===== src/rtl/pulse_period_meter.sv =====
// ---------------------------------------------------------------------------
// pulse_period_meter
//
// Receive-side companion to the periodic pulse generator. It samples a
// single-cycle pulse train and measures the number of cycles between
// consecutive pulses. The result is reported as (interval - 1), which is the
// generator's enable_val encoding. After LOCK_COUNT identical consecutive
// measurements it declares lock. It also flags period changes (mismatch) and
// missing pulses (timeout).
//
// Parameters
//   WIDTH        width of the measured period; intervals 1 .. 2^WIDTH cycles
//   LOCK_COUNT   identical consecutive measurements needed for lock (>= 1)
//
// Ports
//   clk           system clock, rising edge
//   rst           synchronous active-high reset
//   pulse_in      pulse train; every high cycle is one pulse event
//   period_out    last measured interval minus 1 (registered)
//   period_valid  one-cycle strobe, period_out updated this cycle
//   locked        high while LOCK_COUNT consecutive measurements agree
//   mismatch      one-cycle strobe, a measurement differed while tracking
//   timeout       one-cycle strobe, no pulse for more than 2^WIDTH cycles
// ---------------------------------------------------------------------------
module pulse_period_meter #(
   parameter int WIDTH      = 4,
   parameter int LOCK_COUNT = 3
) (
   input  logic             clk,
   input  logic             rst,
   input  logic             pulse_in,
   output logic [WIDTH-1:0] period_out,
   output logic             period_valid,
   output logic             locked,
   output logic             mismatch,
   output logic             timeout
);

   // The match counter only has to reach LOCK_COUNT, where it saturates.
   localparam int MCW = (LOCK_COUNT < 1) ? 1 : $clog2(LOCK_COUNT + 1);
   localparam logic [MCW-1:0] LOCK_MAX      = MCW'(LOCK_COUNT);
   localparam logic [MCW-1:0] MATCH_ONE     = MCW'(1);
   localparam logic           LOCK_ON_FIRST = (LOCK_COUNT == 1);

   typedef enum logic [1:0] {
      IDLE,
      ARMED,
      TRACK
   } state_t;

   state_t           state_q, state_d;
   logic [WIDTH-1:0] gap_cnt_q, gap_cnt_d;
   logic [WIDTH-1:0] period_q, period_d;
   logic [MCW-1:0]   match_cnt_q, match_cnt_d;
   logic             valid_q, valid_d;
   logic             locked_q, locked_d;
   logic             mismatch_q, mismatch_d;
   logic             timeout_q, timeout_d;

   logic             gap_full;
   logic [MCW-1:0]   match_inc;

   // The gap counter is never allowed to wrap: reaching all ones without a
   // pulse is the timeout condition, which pre-empts the increment.
   assign gap_full  = (gap_cnt_q == '1);
   assign match_inc = (match_cnt_q >= LOCK_MAX) ? match_cnt_q : match_cnt_q + MATCH_ONE;

   // State register.
   always_ff @(posedge clk) begin
      if (rst) begin
         state_q <= IDLE;
      end else begin
         state_q <= state_d;
      end
   end

   // Next-state logic. A pulse always wins over the timeout condition, so an
   // interval of exactly 2^WIDTH cycles is measured rather than timed out.
   always_comb begin
      state_d = state_q;
      case (state_q)
         IDLE: begin
            if (pulse_in) begin
               state_d = ARMED;
            end
         end
         ARMED: begin
            if (pulse_in) begin
               state_d = TRACK;
            end else if (gap_full) begin
               state_d = IDLE;
            end
         end
         TRACK: begin
            if (!pulse_in && gap_full) begin
               state_d = IDLE;
            end
         end
         default: begin
            state_d = IDLE;
         end
      endcase
   end

   // Datapath and output logic. The arming pulse only starts the gap counter;
   // measurements begin with the second pulse. Strobes default low so they
   // last exactly one cycle.
   always_comb begin
      gap_cnt_d   = gap_cnt_q;
      period_d    = period_q;
      match_cnt_d = match_cnt_q;
      locked_d    = locked_q;
      valid_d     = 1'b0;
      mismatch_d  = 1'b0;
      timeout_d   = 1'b0;
      case (state_q)
         IDLE: begin
            gap_cnt_d = '0;
         end
         ARMED, TRACK: begin
            if (pulse_in) begin
               gap_cnt_d = '0;
               valid_d   = 1'b1;
               if (state_q == TRACK && gap_cnt_q == period_q) begin
                  match_cnt_d = match_inc;
                  locked_d    = locked_q | (match_inc >= LOCK_MAX);
               end else begin
                  mismatch_d  = (state_q == TRACK);
                  period_d    = gap_cnt_q;
                  match_cnt_d = MATCH_ONE;
                  locked_d    = LOCK_ON_FIRST;
               end
            end else if (gap_full) begin
               timeout_d   = 1'b1;
               locked_d    = 1'b0;
               period_d    = '0;
               match_cnt_d = '0;
               gap_cnt_d   = '0;
            end else begin
               gap_cnt_d = gap_cnt_q + 1'b1;
            end
         end
         default: begin
            gap_cnt_d = '0;
         end
      endcase
   end

   // Datapath and output registers; reset clears everything.
   always_ff @(posedge clk) begin
      if (rst) begin
         gap_cnt_q   <= '0;
         period_q    <= '0;
         match_cnt_q <= '0;
         valid_q     <= 1'b0;
         locked_q    <= 1'b0;
         mismatch_q  <= 1'b0;
         timeout_q   <= 1'b0;
      end else begin
         gap_cnt_q   <= gap_cnt_d;
         period_q    <= period_d;
         match_cnt_q <= match_cnt_d;
         valid_q     <= valid_d;
         locked_q    <= locked_d;
         mismatch_q  <= mismatch_d;
         timeout_q   <= timeout_d;
      end
   end

   assign period_out   = period_q;
   assign period_valid = valid_q;
   assign locked       = locked_q;
   assign mismatch     = mismatch_q;
   assign timeout      = timeout_q;

endmodule


===== config.mk =====
export PLATFORM = sky130hd
export DESIGN_NAME = pulse_period_meter
export DESIGN_NICKNAME = d
export VERILOG_FILES = /design/src/rtl/pulse_period_meter.sv
export SDC_FILE = /design/constraint.sdc
export NUM_CORES = 1
export LEC_CHECK = 0
export CORE_MARGIN = 2
export CORE_UTILIZATION = 55
export CTS_BUF_LIST = sky130_fd_sc_hd__clkbuf_2 sky130_fd_sc_hd__clkbuf_4 sky130_fd_sc_hd__clkbuf_8
export CTS_CLUSTER_SIZE = 30
export DETAILED_ROUTE_END_ITERATION = 16
export PLACE_DENSITY = 0.8
export SETUP_SLACK_MARGIN = 0.15
export SYNTH_ARGS = -nofsm -noshare
export SYNTH_HDL_FRONTEND = slang
export SYNTH_SLANG_ARGS = --single-unit

===== constraint.sdc =====
create_clock -name clk -period 1.8 [get_ports clk]
set_input_delay 0.27 -clock clk [delete_from_list [all_inputs] [get_ports clk]]
set_output_delay 0.27 -clock clk [all_outputs]
set_load 0.1 [all_outputs]

==> Word-level counts from Yosys, hierarchy flattened <==
Index checks and enable logic that the tools add are counted.
{ "totals": {"ff_bits": 16, "input_bits": 3, "output_inout_bits": 8} }
{ "op_classes": {"add_sub_neg": 2, "magnitude_cmp": 2, "eq_ne": 8, "n_mux": 16, "bitwise_logic": 3, "n_reduce_logical": 13} }
{ "ops": {"columns": ["op", "count"], "rows": [
  ["2-bit two-way mux", 7],
  ["4-bit two-way mux", 3],
  ["4-bit OR reduction", 2],
  ["2-bit inequality test (second input constant)", 3],
  ["2-bit one-hot mux with 3 select lines", 1],
  ["3-bit AND reduction", 2],
  ["1-bit two-way mux", 5],
  ["4-bit by 1-bit adder with 4-bit output (second input constant)", 1],
  ["4-bit == test", 1],
  ["4-bit == test (second input constant)", 1],
  ["2-bit greater-or-equal comparator (second input constant)", 2],
  ["2-bit OR reduction", 2],
  ["3-bit inequality test (second input constant)", 1],
  ["3-bit OR reduction", 1],
  ["2-bit by 1-bit adder with 2-bit output (second input constant)", 1],
  ["2-bit by 1-bit == test with 1-bit output (second input constant)", 1],
  ["2-bit == test (second input constant)", 1],
  ["1-bit logical AND", 2],
  ["2-bit logical NOT", 1],
  ["1-bit NOT", 2],
  ["2-bit AND reduction", 1],
  ["2-bit nonzero test", 1],
  ["1-bit logical NOT", 1],
  ["1-bit OR", 1]
]} }

==> Longest topological paths before layout <==
Gate-level depths: netlist of the first run.
{ "logic_depth": {"word_depth": 6, "ltp_mapped": 6, "depth_no_buf": 6} }

==> Worst setup path after synthesis of the first run <==
Ideal clock, no wire load.
{ "synth_timing": {"path_kind": "register -> register", "from": "reg period_q[3], in the netlist period_out[3]", "to": "reg period_q[1], in the netlist period_out[1]", "setup_time_ns": 0.077, "t_arrival_ns": 1.899, "required_ns": 1.723, "setup_slack_ns": -0.176, "stages_incl_launch_ff": 5, "path_buffers": 0, "period_less_slack_ns": 1.976, "cell_sequence": "dfxtp_1 -> inv_1 -> a221oi_2 -> nand4_1 -> a41oi_2"} }
{ "synth_between": {"elab_chain_len": 4} }
{ "synth_rtl": {"columns": ["item", "line_no", "text"], "rows": [
  ["from (decl)", "53", "logic [WIDTH-1:0] period_q, period_d;"],
  ["from (signal assigned)", "161", "period_q <= period_d;"],
  ["4-bit == test", "124", "if (state_q == TRACK && gap_cnt_q == period_q) begin"],
  ["1-bit logical AND", "124", null],
  ["2-bit inequality test (no line)", null, null],
  ["3-bit AND reduction (no line)", null, null]
]} }
Every way passes these cells.
A chain may end at the register's enable or synchronous reset.

==> Worst setup path in the final report of the first run <==
{ "layout_timing": {"from": "reg state_q[0]", "to": "reg state_q[0]"} }
{ "layout_between": {"elab_chain_len": 3, "elab_cells_between_ends": 8, "classes_between": "eq/ne: 5; mux: 1; reduce/logical: 2"} }
{ "layout_rtl": {"columns": ["item", "line_no", "text"], "rows": [
  ["from (decl)", "51", "state_t state_q, state_d;"],
  ["from (signal assigned)", "73", "state_q <= state_d;"],
  ["2-bit by 1-bit == test with 1-bit output (tied with other cells)", "81", "case (state_q)"],
  ["3-bit inequality test (no line) / 2-bit inequality test (equally long branches)", null, null],
  ["3-bit AND reduction (no line)", null, null]
]} }
Several ways; a longest one is shown, not always the timed one.

==> impl_metrics.toml, run 1 <==
[placed_design]
dp_hpwl_um = 1080
port_buffers = 10
gp_congestion = 0.773

[hold_path]
min_path_type = "reg -> reg"

[yosys]
synth_area_um2 = 791
yosysTopAreaCell = "dfxtp_1"
async_reset_ff_share_pct = 0
synth_seq_cells = 16
ys_warn_count = 0
synth_cells = 83
synth-edff-count = 0
synth_ff_type = "dfxtp_1"
synth_top_area_share_pct = 40.5
synth_nets = 91
synth_area_leaders = "dfxtp_1 41%, ha_1 7.9%, nand4b_1 5.5%"
synth_cell_type_count = 30
avgSynthCellArea_um2 = 9.53
ys_seq_area_share_pct = 40.5

[clock_network]
clockBufferDepth = 2
clkTransAtPathRegs_ns = 0.09
cts_tree = "done"
htreeDepth = 1
clockRootBuffer = "clkbuf_4"
insertion_delay_ns = 0.28
cts.sinks = 16
cts-hold-fix-buffers = 0
cts_buffers = 3
cts_setup_buffers = 0

[power_and_ir_drop]
ir_worst_vdd_v = 0.000585
cellPowerDensity_nw_per_um2 = 793
leakage_nw = 0.356

[critical_path]
path_cells = "inv_1 -> ha_1 -> or3_1 -> o311ai_2 -> mux2i_1 -> nor2_1"
critPathKind = "reg -> reg"
required_ns = 1.98
worst_path_largest_cell_delay_ns = 0.37
regToRegEndpoint = "state_q[0]"
crit_slowest_cell = "or3_1"
cp-startpoint = "state_q[0]"
regToRegSetupSlack_ns = 0.27
arrival_ns = 1.71
critPathCapture = "state_q[0]"
start_kind = "flip-flop"
critPathMaxFanout = 4
reg2reg_depth = 6
r2r-start = "state_q[0]"
endpoint_kind = "flip-flop"

[drt]
initialDrtViolationCount = 19
num_vias = 641
routedWlPerCell_um = 13.9
ant_nets = 0
drt-pass1-iter-count = 4
wirelength_um = 1530
vias_per_cell = 5.83
drc = 0

[finish]
antenna_cells = 0
nets = 105
layout-drive-gt1-share_pct = 25.3
syn_to_final_growth_pct = 17.7

[timing]
hold_ws_ns = 0.477
tns_ns = 0
rsz0062_at_grt = "false"
finalHoldViolCount = 0
fmax_ghz = 0.653
layout_min_cycle_time_ns = 1.53
slew_headroom_pct = 67.5
setup_violations = 0
tightest_slew_ns = 0.487
drv_slew = 0
finClkSkew_ns = 0.00568
fin_crit_sh_pct = 85.1

[die]
core-area_um2 = 1320
fp.dieArea_um2 = 1760
top_level_ports = 11
start_util_pct = 60.0
die_y_um = 41.9
std_cell_rows = 13
die_x_um = 41.9

[global_route]
grtUsageTotal_pct = 19.7
antenna_found_initial = 0
overflow = 0
grt_pass1_wl_um = 2590
grt_max_degree = 13
grt_pass1_vias = 605

[status]
outcome = "complete, no violations"

[run]
drv_cap = 0
## cell type report
type,count,area [um2]
multi-input cells,57,427
fillers,108,387
flip-flops and latches,16,325
repair buffers,13,115
clock buffers,3,22.5
inverters,6,22.5
well taps,15,18.8
## logic make-up (layout without fill, tap and decap cells)
| kind of cell | Yosys count | in the layout | synth area share [%] |
|---|---|---|---|
| AND/OR/NAND/NOR | 33 | 33 | 23.4 |
| flip-flops | 16 | 16 | 40.5 |
| AO/OA/AOI/OAI | 14 | 14 | 16.5 |
| buffers and inverters | 10 | 22 | 6.01 |
| adder cells (fa/ha/maj) | 5 | 5 | 7.91 |
| XOR/XNOR | 4 | 4 | 4.43 |
| multiplexers | 1 | 1 | 1.27 |
## power breakdown
part	internal (W)	leakage [nW]	total (W)	switching, W
Combinational	0.0000650	0.210	0.000171	0.000106
Sequential	0.000371	0.132	0.000384	0.0000127
Clock	0.0000776	0.0138	0.000184	0.000106
## state kept, by name, indices dropped and copies added, names as in the netlist
register / flops
locked: 1
gap_cnt_q: 4
timeout: 1
state_q: 2
match_cnt_q: 2
mismatch: 1
period_out: 4
period_valid: 1
## through the flow
stage | instance area, um2 | utilization (%) | cells | worst slack [ns] | power (W)
finish | 931 | 70.7 | 110 | 0.268 | 0.000738
global route | 931 | 70.7 | 110 | 0.152 | 0.000775
CTS | 927 | 70.4 | 110 | 0.173 | 0.000744
detailed placement | 905 | 68.7 | 107 | 0.195 | 0.000559
global placement | 905 | 68.7 | 107 | 0.259 | 0.000556
floorplan | 796 | - | 83 | 0.182 | 0.000517
## critical path: cells and delay by family (launching register included)
kind                     cells  cell delay [ns]
AND/OR/NAND/NOR              2             0.42
buffers and inverters        1             0.09
flip-flops                   1             0.36
adder cells (fa/ha/maj)      1             0.24
multiplexers                 1             0.22
AO/OA/AOI/OAI                1             0.10
## layer usage
layer / vias to the layer above / routed length [um] / global-route usage [%]
li1: 326 / - / -
met1: 299 / 719 / 25.0
met2: 14 / 714 / 30.0
met3: 2 / 82 / 4.78
met4: 0 / 14 / 11.6
met5: - / 0 / 0
## cell usage after synthesis, types with 2 or more instances
cell type   n
dfxtp_1    16
nor2_1      7
inv_1       6
ha_1        5
nand2_1     5
nand4b_1    5
a21oi_1     4
nand3_1     4
nand2b_1    3
a41oi_2     2
and3_1      2
buf_2       2
nand4_1     2
nor3_1      2
xnor2_1     2
xor2_1      2
## worst min path at each step
stage	start	to	cells after the start
after floorplan	gap_cnt_q[0]	gap_cnt_q[0]	1
after global placement	period_out[2]	period_out[2]	2
after detailed placement	period_out[2]	period_out[2]	2
after CTS	period_out[2]	period_out[2]	2
after global routing	period_out[2]	period_out[2]	2
final	period_out[2]	period_out[2]	2
## what timing repair did
| item | in CTS | in global routing |
|---|---|---|
| setup endpoints to repair | 0 | 2 |
| gates resized for setup | 0 | 1 |
| endpoints found under the hold margin | 0 | 0 |
## cell usage in the layout (no fill, tap or decap), types with 2 or more instances in the layout
cell	count
xor2_1	2
nand2_1	5
xnor2_1	2
dfxtp_2	4
nor2_1	7
a41oi_2	2
buf_4	10
nand2b_1	3
a21oi_1	4
ha_1	5
nand4b_1	5
inv_1	6
nand3_1	4
dfxtp_1	12
nand4_1	2
clkdlybuf4s50_1	2
clkbuf_4	3
nor3_1	2
and3_1	2
Power figures use the tool's default switching activity.
==> run 2, diff against run 1 <==
--- a/config.mk
+++ b/config.mk
@@ -8,6 +8,7 @@
 export CORE_MARGIN = 2
 export CORE_UTILIZATION = 55
 export CTS_BUF_LIST = sky130_fd_sc_hd__clkbuf_2 sky130_fd_sc_hd__clkbuf_4 sky130_fd_sc_hd__clkbuf_8
+export CTS_CLUSTER_DIAMETER = 30
 export CTS_CLUSTER_SIZE = 30
 export DETAILED_ROUTE_END_ITERATION = 16
 export PLACE_DENSITY = 0.8
==> results of run 2 <==
Same layout as run 1: the final DEF is identical, and so are final timing and power.
==> run 3, diff against run 2 <==
--- a/config.mk
+++ b/config.mk
@@ -11,6 +11,7 @@
 export CTS_CLUSTER_DIAMETER = 30
 export CTS_CLUSTER_SIZE = 30
 export DETAILED_ROUTE_END_ITERATION = 16
+export HOLD_SLACK_MARGIN = 0.1
 export PLACE_DENSITY = 0.8
 export SETUP_SLACK_MARGIN = 0.15
 export SYNTH_ARGS = -nofsm -noshare
==> results of run 3 <==
Same layout as run 1: the final DEF is identical, and so are final timing and power.
